[config.mk]
export PLATFORM = sky130hd
export DESIGN_NAME = wb_trace_serializer
export DESIGN_NICKNAME = d
export VERILOG_FILES = /design/src/rtl/wb_trace_pkg.sv /design/src/rtl/wb_trace_fifo.sv /design/src/rtl/wb_trace_serializer.sv
export SDC_FILE = /design/constraint.sdc
export NUM_CORES = 1
export LEC_CHECK = 0
export CORE_MARGIN = 1
export CORE_UTILIZATION = 55
export DETAILED_ROUTE_END_ITERATION = 8
export GPL_TIMING_DRIVEN = 0
export HOLD_SLACK_MARGIN = 0.05
export PLACE_DENSITY = 0.84
export SETUP_SLACK_MARGIN = 0.15
export SYNTH_ARGS = -nofsm -noshare
export SYNTH_HDL_FRONTEND = slang
export SYNTH_SLANG_ARGS = --single-unit
[constraint.sdc]
create_clock -name clock -period 28.1 [get_ports clock]
set_input_delay 4.215 -clock clock [delete_from_list [all_inputs] [get_ports clock]]
set_output_delay 4.215 -clock clock [all_outputs]
set_load 0.02 [all_outputs]
[src/rtl/wb_trace_pkg.sv]
// ============================================================================
// Module      : wb_trace_pkg
// Description : Shared types and constants for the writeback trace serializer.
// Revision    : 1.0 - initial release
// ============================================================================
`default_nettype none

package wb_trace_pkg;

    typedef struct packed {
        logic [4:0]  rd;
        logic [31:0] data;
        logic [31:0] pc;
    } wb_trace_entry_t;

    localparam logic [3:0] TRACE_WEN_ALL = 4'hF;

endpackage

`default_nettype wire

[src/rtl/wb_trace_fifo.sv]
// ============================================================================
// Module      : wb_trace_fifo
// Description : Two-write / one-read circular buffer of trace entries.
// Revision    : 1.0 - initial release
// ============================================================================
`default_nettype none

module wb_trace_fifo
    import wb_trace_pkg::*;
#(
    parameter int DEPTH = 8
) (
    input  logic                   clock,
    input  logic                   reset,
    input  logic                   push_a,
    input  wb_trace_entry_t        push_a_entry,
    input  logic                   push_b,
    input  wb_trace_entry_t        push_b_entry,
    input  logic                   pop,
    output logic [$clog2(DEPTH):0] count,
    output wb_trace_entry_t        head
);

    localparam int PW = $clog2(DEPTH);
    localparam int CW = PW + 1;

    logic [PW-1:0]   wr_ptr_q, wr_ptr_d;
    logic [PW-1:0]   rd_ptr_q, rd_ptr_d;
    logic [PW-1:0]   wr_ptr_b;
    logic [CW-1:0]   count_q, count_d;
    wb_trace_entry_t mem_q [DEPTH];

    // push_b is only ever asserted together with push_a, so it lands one slot later.
    always_comb begin
        wr_ptr_b = wr_ptr_q + PW'(1);
        wr_ptr_d = wr_ptr_q + PW'(push_a) + PW'(push_b);
        rd_ptr_d = rd_ptr_q + PW'(pop);
        count_d  = count_q + CW'(push_a) + CW'(push_b) - CW'(pop);
    end

    always_ff @(posedge clock or posedge reset) begin
        if (reset) begin
            wr_ptr_q <= '0;
            rd_ptr_q <= '0;
            count_q  <= '0;
        end else begin
            wr_ptr_q <= wr_ptr_d;
            rd_ptr_q <= rd_ptr_d;
            count_q  <= count_d;
        end
    end

    always_ff @(posedge clock) begin
        if (push_a) begin
            mem_q[wr_ptr_q] <= push_a_entry;
        end
        if (push_b) begin
            mem_q[wr_ptr_b] <= push_b_entry;
        end
    end

    assign count = count_q;
    assign head  = mem_q[rd_ptr_q];

endmodule

`default_nettype wire

[src/rtl/wb_trace_serializer.sv]
// ============================================================================
// Module      : wb_trace_serializer
// Description : Serializes two writeback lanes into one in-order debug trace
//               port. Define WB_TRACE_FILTER_R0_EN to drop writes to r0.
// Revision    : 1.0 - initial release
// ============================================================================
`default_nettype none

module wb_trace_serializer
    import wb_trace_pkg::*;
#(
    parameter int DEPTH = 8
) (
    input  logic        clock,
    input  logic        reset,
    input  logic        wb0_en,
    input  logic [4:0]  wb0_rd,
    input  logic [31:0] wb0_data,
    input  logic [31:0] wb0_pc,
    input  logic        wb1_en,
    input  logic [4:0]  wb1_rd,
    input  logic [31:0] wb1_data,
    input  logic [31:0] wb1_pc,
    output logic        stall_req,
    output logic        overflow,
    output logic [31:0] debug_wb_pc,
    output logic [3:0]  debug_wb_rf_wen,
    output logic [4:0]  debug_wb_rf_wnum,
    output logic [31:0] debug_wb_rf_wdata
);

    localparam int            CW      = $clog2(DEPTH) + 1;
    localparam logic [CW-1:0] DEPTH_C = CW'(DEPTH);

    logic            lane0_valid, lane1_valid;
    wb_trace_entry_t lane0_entry, lane1_entry, head_entry;
    wb_trace_entry_t push_a_entry, push_b_entry;
    logic [CW-1:0]   count, free_slots;
    logic            pop, lane0_push, lane1_push, push_a, push_b, drop;

    logic            overflow_q, overflow_d;
    logic            out_valid_q, out_valid_d;
    wb_trace_entry_t out_entry_q, out_entry_d;

`ifdef WB_TRACE_FILTER_R0_EN
    assign lane0_valid = wb0_en && (wb0_rd != 5'd0);
    assign lane1_valid = wb1_en && (wb1_rd != 5'd0);
`else
    assign lane0_valid = wb0_en;
    assign lane1_valid = wb1_en;
`endif

    assign lane0_entry = '{rd: wb0_rd, data: wb0_data, pc: wb0_pc};
    assign lane1_entry = '{rd: wb1_rd, data: wb1_data, pc: wb1_pc};

    // Space is judged after this cycle's pop, so a draining FIFO can still take a push.
    always_comb begin
        pop          = (count != '0);
        free_slots   = DEPTH_C - (count - CW'(pop));
        lane0_push   = lane0_valid && (free_slots != '0);
        lane1_push   = lane1_valid && (free_slots > (lane0_push ? CW'(1) : CW'(0)));
        drop         = (lane0_valid && !lane0_push) || (lane1_valid && !lane1_push);
        push_a       = lane0_push || lane1_push;
        push_b       = lane0_push && lane1_push;
        push_a_entry = lane0_push ? lane0_entry : lane1_entry;
        push_b_entry = lane1_entry;
    end

    wb_trace_fifo #(
        .DEPTH (DEPTH)
    ) u_fifo (
        .clock        (clock),
        .reset        (reset),
        .push_a       (push_a),
        .push_a_entry (push_a_entry),
        .push_b       (push_b),
        .push_b_entry (push_b_entry),
        .pop          (pop),
        .count        (count),
        .head         (head_entry)
    );

    always_comb begin
        overflow_d  = overflow_q | drop;
        out_valid_d = pop;
        out_entry_d = pop ? head_entry : '0;
    end

    always_ff @(posedge clock or posedge reset) begin
        if (reset) begin
            overflow_q  <= 1'b0;
            out_valid_q <= 1'b0;
            out_entry_q <= '0;
        end else begin
            overflow_q  <= overflow_d;
            out_valid_q <= out_valid_d;
            out_entry_q <= out_entry_d;
        end
    end

    assign stall_req         = (DEPTH_C - count) < CW'(2);
    assign overflow          = overflow_q;
    assign debug_wb_pc       = out_entry_q.pc;
    assign debug_wb_rf_wen   = out_valid_q ? TRACE_WEN_ALL : 4'h0;
    assign debug_wb_rf_wnum  = out_entry_q.rd;
    assign debug_wb_rf_wdata = out_entry_q.data;

endmodule

`default_nettype wire

==> results.cfg, run 1 <==
[synthesis]
syn_area_mm2 = 0.03033
synth_area_leader_cell = edfxtp_1
ys_seq_elements = 633
yosysMostFrequentCell = edfxtp_1
avgSynthCellArea_um2 = 18.13
synth.distinct_cells = 46
synth.area.top_cells = edfxtp_1, mux2_2, mux4_2, dfrtp_1, mux2i_1
synth-seq-area-share_pct = 61.33
syn_nets = 1829
ys.flop_type = edfxtp_1
ys_top_cells_by_count = edfxtp_1, mux2_2, mux4_2
synth-edff-count = 552
synthArstFlopShare_pct = 12.80
ys_warn_count = 0
synth_top_area_share_pct = 54.64
netlist_instances = 1673

[route]
wirelength_mm = 76.57
dr.first_iter.drc_count = 1772
drcViolationCount = 0
vias = 17390
wire_per_inst_um = 27.58
vias_per_cell = 6.264
antenna_left = 0
firstDrtPassIters = 5

[grt]
grt_usage_pct = 27.83
grt_max_degree = 52
use_met2_pct = 46.29
globalRoute.totalOverflow = 0
top_usage_layer = met2
grt_pass1_wl_mm = 114.6
antenna_found_initial = 19
grt_pass1_vias = 18270
grt_util_met1_pct = 36.36
grtUsageMet3_pct = 6.062

[timing]
setup_viol = 0
layout_min_cycle_time_ps = 7755
period_share_pct = 27.60
clock_skew_ps = 22.92
layout_setup_ws_ps = 20340
relSlewSlack_pct = 24.55
tns_ps = 0
finalHoldViolations = 0
drv_slew = 0
worst_pin_slew_ps = 1132
rsz0062_at_grt = false
max_freq_mhz = 128.9

[floorplan]
die_w_um = 236.8
row_count = 85
start_util_pct = 56.04
pin_count = 217
dieArea_mm2 = 0.05610
die_h_um = 236.8
coreArea_mm2 = 0.05413

[clock_tree]
clock_latency_ps = 610
numCtsBuffers = 68
clockBufferDepth = 3
clk_pin_slew_ps = 60
tritoncts = built
cts_root_buffer = clkbuf_16
clkSinkCount = 633
cts_resized = 0
post_cts_buffers = 0
hold_buffers = 0
htreeDepth = 3

[layout]
layout-drive-gt1-share_pct = 42.57
final_area_mm2 = 0.03663
area_growth_pct = 20.76
nFillCells = 3480
instances_no_fill = 2776
nets = 2174
final_core_util_pct = 67.67

[worst_setup_path]
path_class = input port to flip-flop
crit_path_end_kind = flip-flop
worst-endpoint-arrival_ps = 8090
startpoint_type = input port
cp_max_fo = 13
cp.required_ps = 28430

[placement]
placed_cells_incl_taps = 2644
dpl_cell_area_mm2 = 0.03443
hpwl_mm = 49.57
io_buffers = 216
pre_cts_ws_ps = 19780
routabilityCongestion = 0.7773

[pwr]
p_seq_share_pct = 35.7
vdd_ir_drop_max_v = 0.00005371
p_comb_share_pct = 43.7
p_int_mw = 2.833
power.leakage_nw = 12.79
powerDensity_mw_per_mm2 = 116.5
pwr-share-clk_pct = 20.5
p_sw_mw = 1.434
sw_frac_of_total_pct = 33.61

[run]
max_cap_viol_count = 0

[hold_path]
worstHoldPathType = flip-flop to flip-flop

[run_status]
status = finished clean
[metal layers]
layer  vias to the layer above  routed length, um
met4                        22               1927
met3                       145               5952
met5                         -                152
met2                       718              38670
li1                       7408                  -
met1                      9097              29860
[kinds of logic (layout without fill, tap and decap cells)]
family	after synthesis	after routing	share of synthesized area, %
adders and majority gates	14	14	0.6517
and+or+nand+nor	101	101	1.394
other	0	8	0
muxes	759	759	33.14
xor gates and xnor gates	11	11	0.3176
buffers and inverters	130	529	2.314
DFF	633	633	61.33
AOI/OAI and AO/OA	25	25	0.8579
[critical path, stage by stage]
cell and delay [ps]:
clkdlybuf4s50_1 520, o31ai_4 220, inv_2 160, buf_6 200
ha_1 280, nor2_1 40, or3_1 450, o21a_1 240
nor2_2 670, o32ai_4 450, buf_16 290, buf_16 160
buf_16 160
[state kept, by name, indices dropped and copies added (netlist names)]
signal and flops:
overflow 1, u_fifo.count 4, out_valid_q 1, u_fifo.rd_ptr_q 3
debug_wb_rf_wdata 32, debug_wb_pc 32, u_fifo.mem_q 552, u_fifo.wr_ptr_q 3
debug_wb_rf_wnum 5
[area by class of cell]
cell class | instances | area, um2 | area share (%)
diodes | 8 | 20.02 | 0.05465
plain buffers | 111 | 630.6 | 1.721
clock buffers | 109 | 2092 | 5.711
clock inverters | 15 | 90.09 | 0.2459
inverters | 19 | 73.82 | 0.2015
multi-input cells | 910 | 11140 | 30.41
flip-flops and latches | 633 | 18600 | 50.78
well taps | 696 | 870.8 | 2.377
repair buffers | 275 | 3114 | 8.501
[placed cells by master, fill, tap and decap left out, types with 5 or more instances in the layout]
cell type,n
edfxtp_1,552
mux2_2,492
clkdlybuf4s50_1,216
mux4_2,138
dfrtp_1,81
nor2_1,78
clkbuf_16,73
mux2i_1,69
buf_4,54
clkbuf_1,53
mux2_1,50
buf_2,30
buf_16,19
inv_1,17
buf_1,14
clkbuf_8,13
buf_8,12
ha_1,11
mux2_4,10
diode_2,8
clkinv_1,8
buf_6,7
xnor2_1,6
clkinv_2,6
xor2_1,5
[power groups by stage]
stage | Sequential, mW | Clock [mW] | Combinational (mW)
after floorplan | 1.64 | 0 | 1.08
after global placement | 1.65 | 0 | 1.67
after detailed placement | 1.54 | 0 | 1.86
after CTS | 1.53 | 0.883 | 1.87
after global routing | 1.55 | 0.921 | 1.96
final | 1.52 | 0.877 | 1.87
[per-stage QoR]
| stage | hold WS, ps | power, mW |
|---|---|---|
| 2_1_floorplan | 502.5 | 2.718 |
| 3_3_place_gp | 518.2 | 3.321 |
| 3_5_place_dp | 543.0 | 3.399 |
| 4_1_cts | 556.2 | 4.280 |
| 5_1_grt | 561.3 | 4.432 |
| 6_report | 554.3 | 4.268 |
[path summary, 6_finish.rpt]
check	slack, ps	depth (start not counted)	startpoint	to
worst max-delay path	20340	13	wb0_en	u_fifo.mem_q[3][63]
worst min-delay path	550	1	u_fifo.wr_ptr_q[1]	u_fifo.wr_ptr_q[1]
worst max register to register	22560	18	u_fifo.count[1]	u_fifo.mem_q[3][63]
worst min register to register	550	1	u_fifo.wr_ptr_q[1]	u_fifo.wr_ptr_q[1]
max in group asynchronous	23390	3	reset	debug_wb_rf_wdata[18]
min in group asynchronous	4000	2	reset	debug_wb_pc[28]
Note: power is estimated with default switching activity, not from simulation.
==> run 2: changes to the inputs <==
==> constraint.sdc (replaced) <==
create_clock -name clock -period 7.7 [get_ports clock]
set_input_delay 1.155 -clock clock [delete_from_list [all_inputs] [get_ports clock]]
set_output_delay 1.155 -clock clock [all_outputs]
set_load 0.02 [all_outputs]
==> results of run 2 <==
Same layout as run 1 (identical final DEF). Status: finished clean.
Main changes from that run: setup slack after placement 19780 ps -> 2211 ps; setup slack after layout 20340 ps -> 2157 ps; start point of the critical path wb0_en -> u_fifo.count[1]; register-to-register setup slack 22560 ps -> 2160 ps; total power 4.268 mW -> 15.57 mW; worst IR drop on VDD 0.00005371 V -> 0.0001960 V
==> run 3: changes to the inputs <==
--- a/config.mk
+++ b/config.mk
@@ -6,11 +6,11 @@
 export NUM_CORES = 1
 export LEC_CHECK = 0
 export CORE_MARGIN = 1
-export CORE_UTILIZATION = 55
+export CORE_UTILIZATION = 54
 export DETAILED_ROUTE_END_ITERATION = 8
 export GPL_TIMING_DRIVEN = 0
 export HOLD_SLACK_MARGIN = 0.05
-export PLACE_DENSITY = 0.84
+export PLACE_DENSITY = 0.86
 export SETUP_SLACK_MARGIN = 0.15
 export SYNTH_ARGS = -nofsm -noshare
 export SYNTH_HDL_FRONTEND = slang
==> constraint.sdc (replaced) <==
create_clock -name clock -period 4.6 [get_ports clock]
set_input_delay 0.69 -clock clock [delete_from_list [all_inputs] [get_ports clock]]
set_output_delay 0.69 -clock clock [all_outputs]
set_load 0.02 [all_outputs]
==> run 3 against run 2 <==
  * Clock-buffer cell count decreased by 16
  * Utilization decreased by 0.73 points
  * Flip-flop and latch count unchanged
  * Largest power group unchanged
  * Highest routed layer unchanged
==> results.cfg, run 3 (synthesized netlist as in run 1, its figures left out) <==
[run_status]
status = finished clean

[worst_setup_path]
slowest_delay_ps = 430
worst-endpoint-arrival_ps = 4670
rr_startpoint = u_fifo.count[0]
worst-r2r-cell-count = 17
cp_max_fo = 10
cp.required_ps = 4940
path_buf_inv = 5
rrSetupSlack_ps = 270
crit_chain = inv_2 -> ha_4 -> nand3_2 -> ha_2 -> xnor2_2 -> or2_4 -> o31ai_4 -> inv_2 -> buf_8 -> ha_4 -> nor2_2 -> or3_4 -> o211ai_4 -> o21ai_2 -> buf_6 -> buf_6 -> mux2_4
cp_slowest_cell = dfrtp_1
crit_path_end_kind = flip-flop
startpoint_type = flip-flop
path_delay_family = compound AO/OA/AOI/OAI gates
r2r_end = u_fifo.mem_q[2][59]
path_class = flip-flop to flip-flop

[floorplan]
row_count = 86
coreArea_mm2 = 0.05531
pin_count = 217
start_util_pct = 54.85
die_w_um = 239.0
die_h_um = 239.0
dieArea_mm2 = 0.05713

[route]
vias_per_cell = 6.161
vias = 17470
wire_per_inst_um = 27.74
drcViolationCount = 0
antenna_left = 0
wirelength_mm = 78.64
firstDrtPassIters = 5
dr.first_iter.drc_count = 1895

[layout]
final_common_cell = edfxtp_1
largest_register = u_fifo.mem_q
area_growth_pct = 22.05
final_area_mm2 = 0.03702
nets = 2180
final_core_util_pct = 66.94
largest_reg_flops = 552
layout-drive-gt1-share_pct = 43.66
nFillCells = 3591
seqCellArea_mm2 = 0.01860
multi_input_area_mm2 = 0.01127
mostFrequentLayoutCells = edfxtp_1, mux2_2, clkdlybuf4s50_1, mux4_2, dfrtp_1

[grt]
grt_pass1_wl_mm = 115.7
globalRoute.totalOverflow = 0
grt_pass1_vias = 18400
grt_usage_pct = 27.75
antenna_found_initial = 16
grt_max_degree = 51

[clock_tree]
clock_latency_ps = 600
clkSinkCount = 633
hold_buffers = 0
clockBufferDepth = 3
clk_pin_slew_ps = 60
htreeDepth = 3
tritoncts = built
numCtsBuffers = 68
cts_root_buffer = clkbuf_16

[timing]
max_freq_mhz = 230.9
period_share_pct = 94.16
rsz0062_at_grt = false
drv_slew = 0
worst_pin_slew_ps = 1163
clock_skew_ps = 23.35
finalHoldViolations = 0
setup_viol = 0
layout_min_cycle_time_ps = 4331
tns_ps = 0
relSlewSlack_pct = 22.45

[placement]
routabilityCongestion = 0.7775
dpl_cell_area_mm2 = 0.03445
io_buffers = 216
hpwl_mm = 50.07

[pwr]
vdd_ir_drop_max_v = 0.0003816
power_mw = 26.66
powerDensity_mw_per_mm2 = 720.0
power.leakage_nw = 12.89

[hold_path]
worstHoldPathType = input port to async pin

[run]
max_cap_viol_count = 0
[run 3: changes by cell type in the layout (fill, tap and decap cells not counted), sizes merged]
cell | previous run | this run
inv | 19 | 21
clkinvlp | 0 | 3
clkbuf | 139 | 124
bufinv | 1 | 8
nor2 | 80 | 81
buf | 140 | 144
diode | 8 | 12
clkinv | 14 | 15
[run 3: worst register-to-register path, stage by stage (launching register included)]
cell and delay (ps):
dfrtp_1 430, inv_2 120, ha_4 160, nand3_2 90, ha_2 220, xnor2_2 130, or2_4 260, o31ai_4 210
inv_2 130, buf_8 180, ha_4 270, nor2_2 40, or3_4 360, o211ai_4 430, o21ai_2 320, buf_6 260
buf_6 180, mux2_4 310
[run 3: timing repair]
action | in CTS | in global routing
gates cloned | 0 | 1
pin swaps | 5 | 7
resized for setup | 4 | 4
endpoints found under the setup margin | 1080 | 250
setup buffers | 9 | 12
[run 3: layer usage]
layer	GRT usage, %	share of wire, %
met5	0	0.11
met3	5.785	8.2
met1	35.88	39
met2	45.95	51
met4	11.09	2.4
[run 3: worst max path at each step]
stage | start | endpoint | slack, ps | cells after the start
3_5_place_dp | u_fifo.count[0] | u_fifo.mem_q[1][67] | -550 | 17
2_1_floorplan | u_fifo.count[0] | u_fifo.mem_q[0][0] | -1200 | 15
5_1_grt | u_fifo.count[0] | u_fifo.mem_q[2][61] | 110 | 17
6_report | u_fifo.count[0] | u_fifo.mem_q[2][59] | 270 | 17
3_3_place_gp | u_fifo.count[0] | u_fifo.mem_q[4][2] | -3550 | 15
4_1_cts | u_fifo.count[0] | u_fifo.mem_q[4][62] | 160 | 17
[run 3: final cells by class]
cell class	instances	area share, %
Sequential cell	633	50.25
Multi-Input combinational cell	911	30.43
Timing Repair Buffer	280	8.588
Clock buffer	93	5.238
Tap cell	748	2.528
Buffer	111	1.751
Clock inverter	28	0.9328
Inverter	19	0.1994
Antenna cell	12	0.08111
[run 3: where the power goes]
group | switching [mW] | internal [mW]
combinational | 6.24 | 5.42
clock | 2.24 | 3.40
sequential | 0.513 | 8.83
total | 9.00 | 17.7
[run 3: stage by stage]
step	hold WS, ps	setup WS (ps)	instances
finish	468.2	268.8	2835
global route	513.6	112.9	2832
CTS	482.4	155.8	2810
detailed placement	505.2	-546.5	2680
global placement	507.5	-3551	2637
floorplan	502.5	-1199	1673
==> RTL change: new RTL, flow settings as in run 1 <==
Reset style: synchronous (`reset`), changed in 2 clocked blocks.
--- a/src/rtl/wb_trace_fifo.sv
+++ b/src/rtl/wb_trace_fifo.sv
@@ -39,5 +39,5 @@
     end
 
-    always_ff @(posedge clock or posedge reset) begin
+    always_ff @(posedge clock) begin
         if (reset) begin
             wr_ptr_q <= '0;
--- a/src/rtl/wb_trace_serializer.sv
+++ b/src/rtl/wb_trace_serializer.sv
@@ -87,5 +87,5 @@
     end
 
-    always_ff @(posedge clock or posedge reset) begin
+    always_ff @(posedge clock) begin
         if (reset) begin
             overflow_q  <= 1'b0;
Check against the original RTL: differs if reset is asserted again (counterexample within 4 cycles, from zero or initial values and one cycle with reset high); with reset held inactive, the same outputs for 4 cycles.
==> RTL change against run 1 <==
  * Setup slack got worse by 0.25 ns
  * Sequential cell count unchanged
  * Clock power decreased by 3.2%
  * Non-clock buffer count shrank 27
  * Highest routed layer unchanged
  * Final area is 1.6% lower
  * Area after synthesis decreased by 0.82%
  * Die area down 0.81%
  * Via count is 0.75% lower
  * Utilization fell by 0.84 points
  * Total power fell by 6.4%
  * Clock skew is essentially flat
  * Wire length is 0.49% higher
  * Fmax fell by 3.1%
==> RTL change: results (changes against run 1) <==
| Metric | Value |
|---|---|
| FF-to-FF End | u_fifo.mem_q[7][32]$_DFFE_PP_ |
| Clk_skew | 0.0232 ns (+0.000320 ns) |
| DP HPWL | 49,700 um (+0.23%) |
| Pin count of the biggest net entering global routing | 22 (-58%) |
| GRT Util Overall | 27.9% (+0.082 points) |
| Worst reg2reg path depth | 17 (-1) |
| Synth Area in Compound Gates | 0.944% (+0.086 points) |
| TritonCTS Buffers | 69 (+1.5%) |
| Async SR Flop Fraction | 0% (-13 points) |
| Post_cts resized | 0 (unchanged) |
| Final ANT Viol Nets | 0 (unchanged) |
| WHS Endpoint | overflow$_SDFF_PP0_ |
| Number of global-route vias before repair | 18,100 (-0.95%) |
| Placed Cells | 2,617 (-1.0%) |
| Outcome | complete, no violations |
| Synth Area in XOR/XNOR | 0.341% (+0.023 points) |
| Crit-path max FO | 21 (+8) |
| Max transition margin | 12.8% (-12 points) |
| Register area share after synthesis | 60.5% (-0.84 points) |
| FILL cells | 3,492 (+0.34%) |
| Worst vdd rail ir drop | 0.0742 mV (+38%) |
| Finished Layout Cells | 2,747 (-1.0%) |
| DP Area | 34,000 um^2 (-1.4%) |
| FF-to-FF setup slack | 22.72 ns (+0.16 ns) |
| P_leak | 11.8 nW (-7.5%) |
| P_comb | 1.72 mW (-8%) |
| Slowest cell on the critical path | o22ai_4 |
| Hold slack | 0.546 ns (-0.00811 ns) |
| Syn Inst Count | 1,675 (+0.12%) |
| Synth area leaders | edfxtp_1 55%, mux2_2 18%, mux4_2 10%, dfxtp_1 5.4%, mux2_1 2.3% |
| Fraction of synthesized area in multiplexers | 33.5% (+0.37 points) |
| Hold depth | 2 (+1) |
| First-pass GRT wire length | 114,000 um (-0.31%) |
| Routed WL per cell | 28.0 um (+1.6%) |
| Flop+latch power | 1.43 mW (-6%) |
| Worst EP arrival | 8.27 ns (+0.18 ns) |
| # nets final | 2,148 (-1.2%) |
| Drt initial violations | 1,624 (-8.4%) |
| Slowest stage delay, CP | 0.79 ns (+0.12 ns) |
| Min-Delay Startpoint | overflow$_SDFF_PP0_ |
| RePlAce Congestion | 0.776 (-0.17%) |
| Worst r2r src | u_fifo.count[1]$_SDFF_PP0_ |
| Yosys cell types | 40 (-13%) |
| Initial antenna violation count | 11 (-8) |
| Vias per cell | 6.28 (+0.30%) |
| Share of cells above drive strength 1 | 41.0% (-1.5 points) |
| Crit path time final | 8.01 ns (+0.250 ns) |
| Setup Slack @ Placement | 19.57 ns (-0.204 ns) |
RTL change: cell families (layout without fill, tap and decap cells):
group,Yosys count,count (layout)
other,0,6
adders and majority gates,14,14
DFF,633,633
AOI/OAI and AO/OA,25,25
and+or+nand+nor,111,111
muxes,759,759
xor gates and xnor gates,10,10
buffers and inverters,123,493
RTL change: area by class of cell:
class | instances | area (um^2) | share of cell area [%]
Clock buffer | 104 | 1950 | 5.42
Clock inverter | 20 | 120 | 0.333
Sequential cell | 633 | 18200 | 50.5
Tap cell | 696 | 871 | 2.42
Buffer | 113 | 712 | 1.98
Multi-Input combinational cell | 919 | 11200 | 31.2
Timing Repair Buffer | 246 | 2890 | 8.01
Inverter | 10 | 37.5 | 0.104
Antenna cell | 6 | 15.0 | 0.0417
RTL change: per-layer routing:
metal  global-route usage [%]  vias up  part of all wire (%)
met5                        0        -                 0.082
met3                     5.34      171                   7.6
met4                     9.82       12                   2.9
met1                     36.2     8897                    39
li1                         -     7372                     -
met2                     47.1      808                    51
